--- config.mk ---
export PLATFORM = sky130hd
export DESIGN_NAME = right_shift_sequencer
export DESIGN_NICKNAME = d
export VERILOG_FILES = /design/src/rtl/right_shift_sequencer.sv
export SDC_FILE = /design/constraint.sdc
export NUM_CORES = 1
export LEC_CHECK = 0
export CORE_ASPECT_RATIO = 0.6
export CORE_MARGIN = 10
export CORE_UTILIZATION = 43
export CTS_BUF_LIST = sky130_fd_sc_hd__clkbuf_8
export CTS_CLUSTER_SIZE = 16
export DETAILED_ROUTE_END_ITERATION = 8
export PLACE_DENSITY = 0.94
export SLEW_MARGIN = 0
export SYNTH_ARGS = -nofsm -noshare
export SYNTH_HDL_FRONTEND = slang
export SYNTH_SLANG_ARGS = --single-unit
--- constraint.sdc ---
create_clock -name clk -period 2.5 [get_ports clk]
set_input_delay 0.5 -clock clk [delete_from_list [all_inputs] [get_ports clk]]
set_output_delay 0.5 -clock clk [all_outputs]
set_load 0.1 [all_outputs]
--- src/rtl/right_shift_sequencer.sv ---
// Control stage for a single-step right shift register. It replays the register output back into it once per shift step.
// Optional build macro: SHIFT_SEQ_FASTZERO_EN (zero-amount requests bypass the register).
module right_shift_sequencer #(
    parameter  int WIDTH = 16,
    localparam int SHW   = $clog2(WIDTH)
) (
    input  logic             clk,
    input  logic             rst_n,
    input  logic             in_valid,
    output logic             in_ready,
    input  logic [WIDTH-1:0] in_data,
    input  logic [SHW-1:0]   in_amt,
    input  logic             in_mode,
    output logic             out_valid,
    input  logic             out_ready,
    output logic [WIDTH-1:0] out_data,
    output logic [WIDTH-1:0] sr_in,
    output logic             sr_enable,
    output logic             sr_mode,
    input  logic [WIDTH-1:0] sr_out
);

    typedef enum logic [1:0] {
        IDLE  = 2'd0,
        SHIFT = 2'd1,
        DONE  = 2'd2
    } state_t;

    localparam logic [SHW-1:0] CNT_ZERO = SHW'(0);
    localparam logic [SHW-1:0] CNT_ONE  = SHW'(1);

    state_t           state_r;
    logic [WIDTH-1:0] op_r;
    logic [SHW-1:0]   cnt_r;
    logic             mode_r;
    logic             first_r;
`ifdef SHIFT_SEQ_FASTZERO_EN
    logic             zero_r;
`endif

    // Request capture and shift-step sequencing
    always_ff @(posedge clk or negedge rst_n) begin
        if (!rst_n) begin
            state_r <= IDLE;
            op_r    <= {WIDTH{1'b0}};
            cnt_r   <= CNT_ZERO;
            mode_r  <= 1'b0;
            first_r <= 1'b0;
`ifdef SHIFT_SEQ_FASTZERO_EN
            zero_r  <= 1'b0;
`endif
        end else begin
            case (state_r)
                IDLE: begin
                    if (in_valid) begin
                        op_r    <= in_data;
                        cnt_r   <= in_amt;
                        mode_r  <= in_mode;
                        first_r <= 1'b1;
`ifdef SHIFT_SEQ_FASTZERO_EN
                        zero_r  <= (in_amt == CNT_ZERO);
                        state_r <= (in_amt == CNT_ZERO) ? DONE : SHIFT;
`else
                        state_r <= SHIFT;
`endif
                    end
                end
                SHIFT: begin
                    first_r <= 1'b0;
                    // An amount of 0 or 1 needs exactly one register update
                    if (cnt_r <= CNT_ONE) begin
                        state_r <= DONE;
                    end else begin
                        cnt_r <= cnt_r - CNT_ONE;
                    end
                end
                DONE: begin
                    if (out_ready) begin
                        state_r <= IDLE;
                    end
                end
                default: begin
                    state_r <= IDLE;
                end
            endcase
        end
    end

    // Register drive: feed the operand on the first step, then recirculate; hold otherwise
    always_comb begin
        sr_in     = sr_out;
        sr_enable = 1'b0;
        case (state_r)
            SHIFT: begin
                sr_in     = first_r ? op_r : sr_out;
                sr_enable = (cnt_r != CNT_ZERO);
            end
            IDLE, DONE: begin
                sr_in     = sr_out;
                sr_enable = 1'b0;
            end
            default: begin
                sr_in     = sr_out;
                sr_enable = 1'b0;
            end
        endcase
    end

    assign sr_mode   = mode_r;
    assign in_ready  = (state_r == IDLE);
    assign out_valid = (state_r == DONE);

    // Result select; the fast-zero path returns the captured operand untouched
    always_comb begin
        out_data = sr_out;
`ifdef SHIFT_SEQ_FASTZERO_EN
        if (zero_r) begin
            out_data = op_r;
        end else begin
            out_data = sr_out;
        end
`endif
    end

endmodule

# ---- Yosys cells after proc, flatten, opt, wreduce, memory -nomap -nowiden
# Index checks and enable logic that the tools add are counted.
dict set report word_totals {
  latch_bits 0
  in_bits 41
  ram_bits 0
  memories 0
  romBits 0
  reg_bits 24
  elab_cells 32
}
dict set report classes {
  n_mux 12
  n_div 0
  magnitude_cmp 1
  reduce_logical 7
  n_eq_ne 6
  bitwise 0
  n_mul 0
  shift 0
  addsub 1
}
# operator count
set op_table {}
lappend op_table {{16-bit 2-to-1 mux} 2}
lappend op_table {{4-bit 2-to-1 mux} 2}
lappend op_table {{4-bit one-hot mux with 2 select lines} 1}
lappend op_table {{2-bit 2-to-1 mux} 3}
lappend op_table {{2-bit inequality test (second input constant)} 3}
lappend op_table {{2-bit one-hot mux with 3 select lines} 1}
lappend op_table {{3-bit AND reduction} 2}
lappend op_table {{4-bit by 1-bit <= comparator with 1-bit output (second input constant)} 1}
lappend op_table {{2-bit AND reduction} 2}
lappend op_table {{4-bit nonzero test} 1}
lappend op_table {{4-bit by 1-bit subtractor with 4-bit output (second input constant)} 1}
lappend op_table {{2-bit by 1-bit equality test with 1-bit output (second input constant)} 1}
lappend op_table {{2-bit equality test (second input constant)} 1}
lappend op_table {{2-bit logical NOT} 1}
lappend op_table {{1-bit 2-to-1 mux} 2}
lappend op_table {{2-bit by 1-bit inequality test with 1-bit output (second input constant)} 1}
lappend op_table {{1-bit one-hot mux with 2 select lines} 1}
lappend op_table {{2-bit nonzero test} 1}

# ---- Longest topological paths before layout
dict set report logic_depth {
  depth_word 3
  depth_mapped 5
}

# ---- Worst setup path after synthesis
# No wires, ideal clock.
dict set report synth_path {
  path_type {register to output}
  start {register cnt_r[0]}
  end {output sr_enable}
  t_arrival_ns 2.113
  path_buffers 0
  stages_incl_launch_ff 4
  path_slack_ns -0.113
  cell_sequence {dfrtp_1 > inv_1 > ha_1 > a21oi_1}
}
dict set report synth_via {
  elab_chain_len 2
}
# element line_no
set synth_lines {}
lappend synth_lines {{start: declaration} 34} ;# logic [SHW-1:0] cnt_r;
lappend synth_lines {{start signal: assignment} 57} ;# cnt_r <= in_amt;
lappend synth_lines {{start signal: assignment} 74} ;# cnt_r <= cnt_r - CNT_ONE;
lappend synth_lines {{4-bit nonzero test} 96} ;# sr_enable = (cnt_r != CNT_ZERO);
lappend synth_lines {{1-bit 2-to-1 mux} 93} ;# case (state_r)
lappend synth_lines {{end: declaration} 18} ;# output logic sr_enable,
# Every way passes these cells.

# ---- Worst setup path in the final report
dict set report layout_path {
  start {register state_r[1]}
  end {output sr_in[15]}
}
dict set report layout_via {
  elab_chain_len 2
}
# element line_no
set layout_lines {}
lappend layout_lines {{start: declaration} 32} ;# state_t state_r;
lappend layout_lines {{start signal: assignment} 44} ;# state_r <= IDLE;
lappend layout_lines {{start signal: assignment} 64} ;# state_r <= SHIFT;
lappend layout_lines {{start signal: assignment} 72} ;# state_r <= DONE;
lappend layout_lines {{2-bit by 1-bit equality test with 1-bit output} 93}
lappend layout_lines {{16-bit 2-to-1 mux} 93}
lappend layout_lines {{end: declaration} 17} ;# output logic [WIDTH-1:0] sr_in,
# Every way passes these cells.

==> results.ini <==
[yosys]
avgSynthCellArea_um2=9.51
synthFlopType=dfrtp_1
async_flop_share=1.00
ys_seq_elements=24
yosys_warnings=0
syn_inst=150
syn_area_um2=1430
synth_edf_count=0
ys_seq_area_frac=0.421
synth_nets=194
yosysUniqueCellTypes=29

[setup_path]
critPathMaxFanout=16
cp-end-kind=output pin
worstSetupStartpoint=state_r[1]
cp_num_buf_inv=1
crit_required_ns=2.00
critical_path_class=reg2out
slowest_stage=dfrtp_1
path_cells=and2b_4 > nand2_4 > mux2_2 > buf_12
r2r_start=cnt_r[0]
critPathLaunchType=flop
slowest_delay_ns=0.43
cp_top_family=simple AND/OR/NAND/NOR gates
worstPathArrival_ns=1.77

[routing]
vias=1260
drc=0
firstDrtPassIters=5
ant_nets=0
drtIter0Drc=51
wl_um=4270
viasPerCell=4.90
wl_per_cell_um=16.6

[timing]
min_period_over_period=0.907
fmax_mhz=441
rsz0062_at_grt=false
setup_violations=0
hold_slack_ns=0.485
fin_ws_ns=0.234
worstMarginPinSlew_ns=0.350
slew_viol_final=0
slew_headroom=0.766
fin_tns_setup_ns=0
hold_violations=0
fin_skew_ns=0.00433
final.min_clock_period_ns=2.27

[cts]
ctsRootBufferMaster=clkbuf_8
holdBufCountCts=0
clock_latency_ns=0.27
clkTransAtPathRegs_ns=0.09
clockBufferDepth=2
cts_tree=done
cts_resized=0
cts_max_level=1
cts_buffers=3
clock_sinks=24
cts_setup_buffers=0

[layout]
diodes=0
drive_gt1_frac=0.302
utilization=0.777
nets=257
final_cells=257
syn2layout_area_growth_pct=75.6
fin_area_um2=2500
n_fill_cell=209

[pwr]
powerDensity_nw_per_um2=1470
max-vdd-ir-drop_mv=1.13
p_leak_nw=1.21
p_total_mw=3.68

[floorplanning]
num_rows=16
pin_count=77
core_um2=3220
die_area_um2=6100
start_util=0.443
dieWidth_um=94.4
dieHeight_um=64.6

[worst_hold_path]
worstHoldPathType=reg2reg
min-delay-start=op_r[12]

[placement]
dpl_cell_area_um2=2430
hpwlAfterDp_um=3610
pre_cts_ws_ns=0.499
gp_congestion=0.835
place_inst=253
io_buffers=76

[global_routing]
grt_pass1_wl_um=6930
grt_max_degree=25
first_global_vias=1361
grt_use_total=0.140
grt_overflow_total=0
antenna_found_initial=0

[outcome]
outcome=complete, no violations

[flow_run]
drv_cap=0

cells in the mapped netlist, drive strengths merged (2+ instances only):
master,count,area [um^2]
a21oi,4,20.0
nor2,3,11.3
a32o,2,20.0
mux2,16,218
nand2,55,214
a21o,2,15.0
dfrtp,24,601
inv,3,11.3
ha,3,37.5
buf,22,159
nand2b,2,12.5
worst reg2reg max path, stage by stage (launching register included):
cell and delay, ns:
dfrtp_1 0.45, inv_1 0.09, ha_1 0.23, or2_1 0.28, a21o_1 0.23, a311o_1 0.36
area by class of cell:
cell class,count,area [um^2],area share
multi-input combinational,101,664,0.265
clock buffer,3,41.3,0.0165
tap,45,56.3,0.0225
inverter,3,11.3,0.00450
sequential,24,601,0.240
clock inverter,1,30.0,0.0120
timing repair buffer,80,1100,0.440
report_power, final:
part	internal (mW)	total (mW)	switching, mW	leakage (nW)
logic	0.936	2.60	1.67	0.883
clock network	0.214	0.341	0.127	0.0357
registers	0.580	0.733	0.152	0.295
total	1.73	3.68	1.95	1.21
logic make-up after synthesis:
| group | count (synthesis) | synth area share |
|---|---|---|
| simple gates | 67 | 0.203 |
| buf+inv | 25 | 0.119 |
| flops | 24 | 0.421 |
| mux | 16 | 0.153 |
| compound gates | 14 | 0.0719 |
| fa+ha+maj | 3 | 0.0263 |
| xor+xnor | 1 | 0.00614 |
registers in the layout (all words and copies together), names as in the netlist:
| name | cells |
|---|---|
| op_r | 16 |
| cnt_r | 4 |
| state_r | 2 |
| first_r | 1 |
| sr_mode | 1 |
routing by layer:
| metal | up-vias | GRT usage | share of wire |
|---|---|---|---|
| met4 | 0 | 0.0321 | 0.0063 |
| met2 | 65 | 0.235 | 0.49 |
| li1 | 604 | - | - |
| met3 | 6 | 0.0667 | 0.11 |
| met5 | - | 0 | 0 |
| met1 | 585 | 0.159 | 0.39 |
layout by cell type (no fill, tap or decap), drive strengths merged:
| cell type | n |
|---|---|
| nand2 | 55 |
| clkbuf | 3 |
| and2b | 1 |
| inv | 3 |
| a21o | 2 |
| ha | 3 |
| a21oi | 4 |
| nand2b | 2 |
| clkdlybuf4s50 | 40 |
| nor2b | 1 |
| dfrtp | 24 |
| o22ai | 1 |
| nor3b | 1 |
| a32o | 2 |
| or3b | 1 |
| a31oi | 1 |
| o32ai | 1 |
| bufinv | 1 |
| nor2 | 3 |
| o31a | 1 |
| and2 | 1 |
| a211oi | 1 |
| or2 | 1 |
| a311o | 1 |
| buf | 40 |
| mux2 | 16 |
| xor2 | 1 |
| nor4 | 1 |
worst paths after layout:
check,to,slack (ns),depth (start not counted)
max in group asynchronous,op_r[14],1.69,2
min in group asynchronous,cnt_r[1],0.58,2
setup / recovery,sr_in[15],0.23,4
hold / removal,op_r[12],0.49,2
hold reg to reg,op_r[12],0.49,2
setup reg to reg,cnt_r[1],0.74,5
No activity file was read; power rests on OpenSTA's default activity.
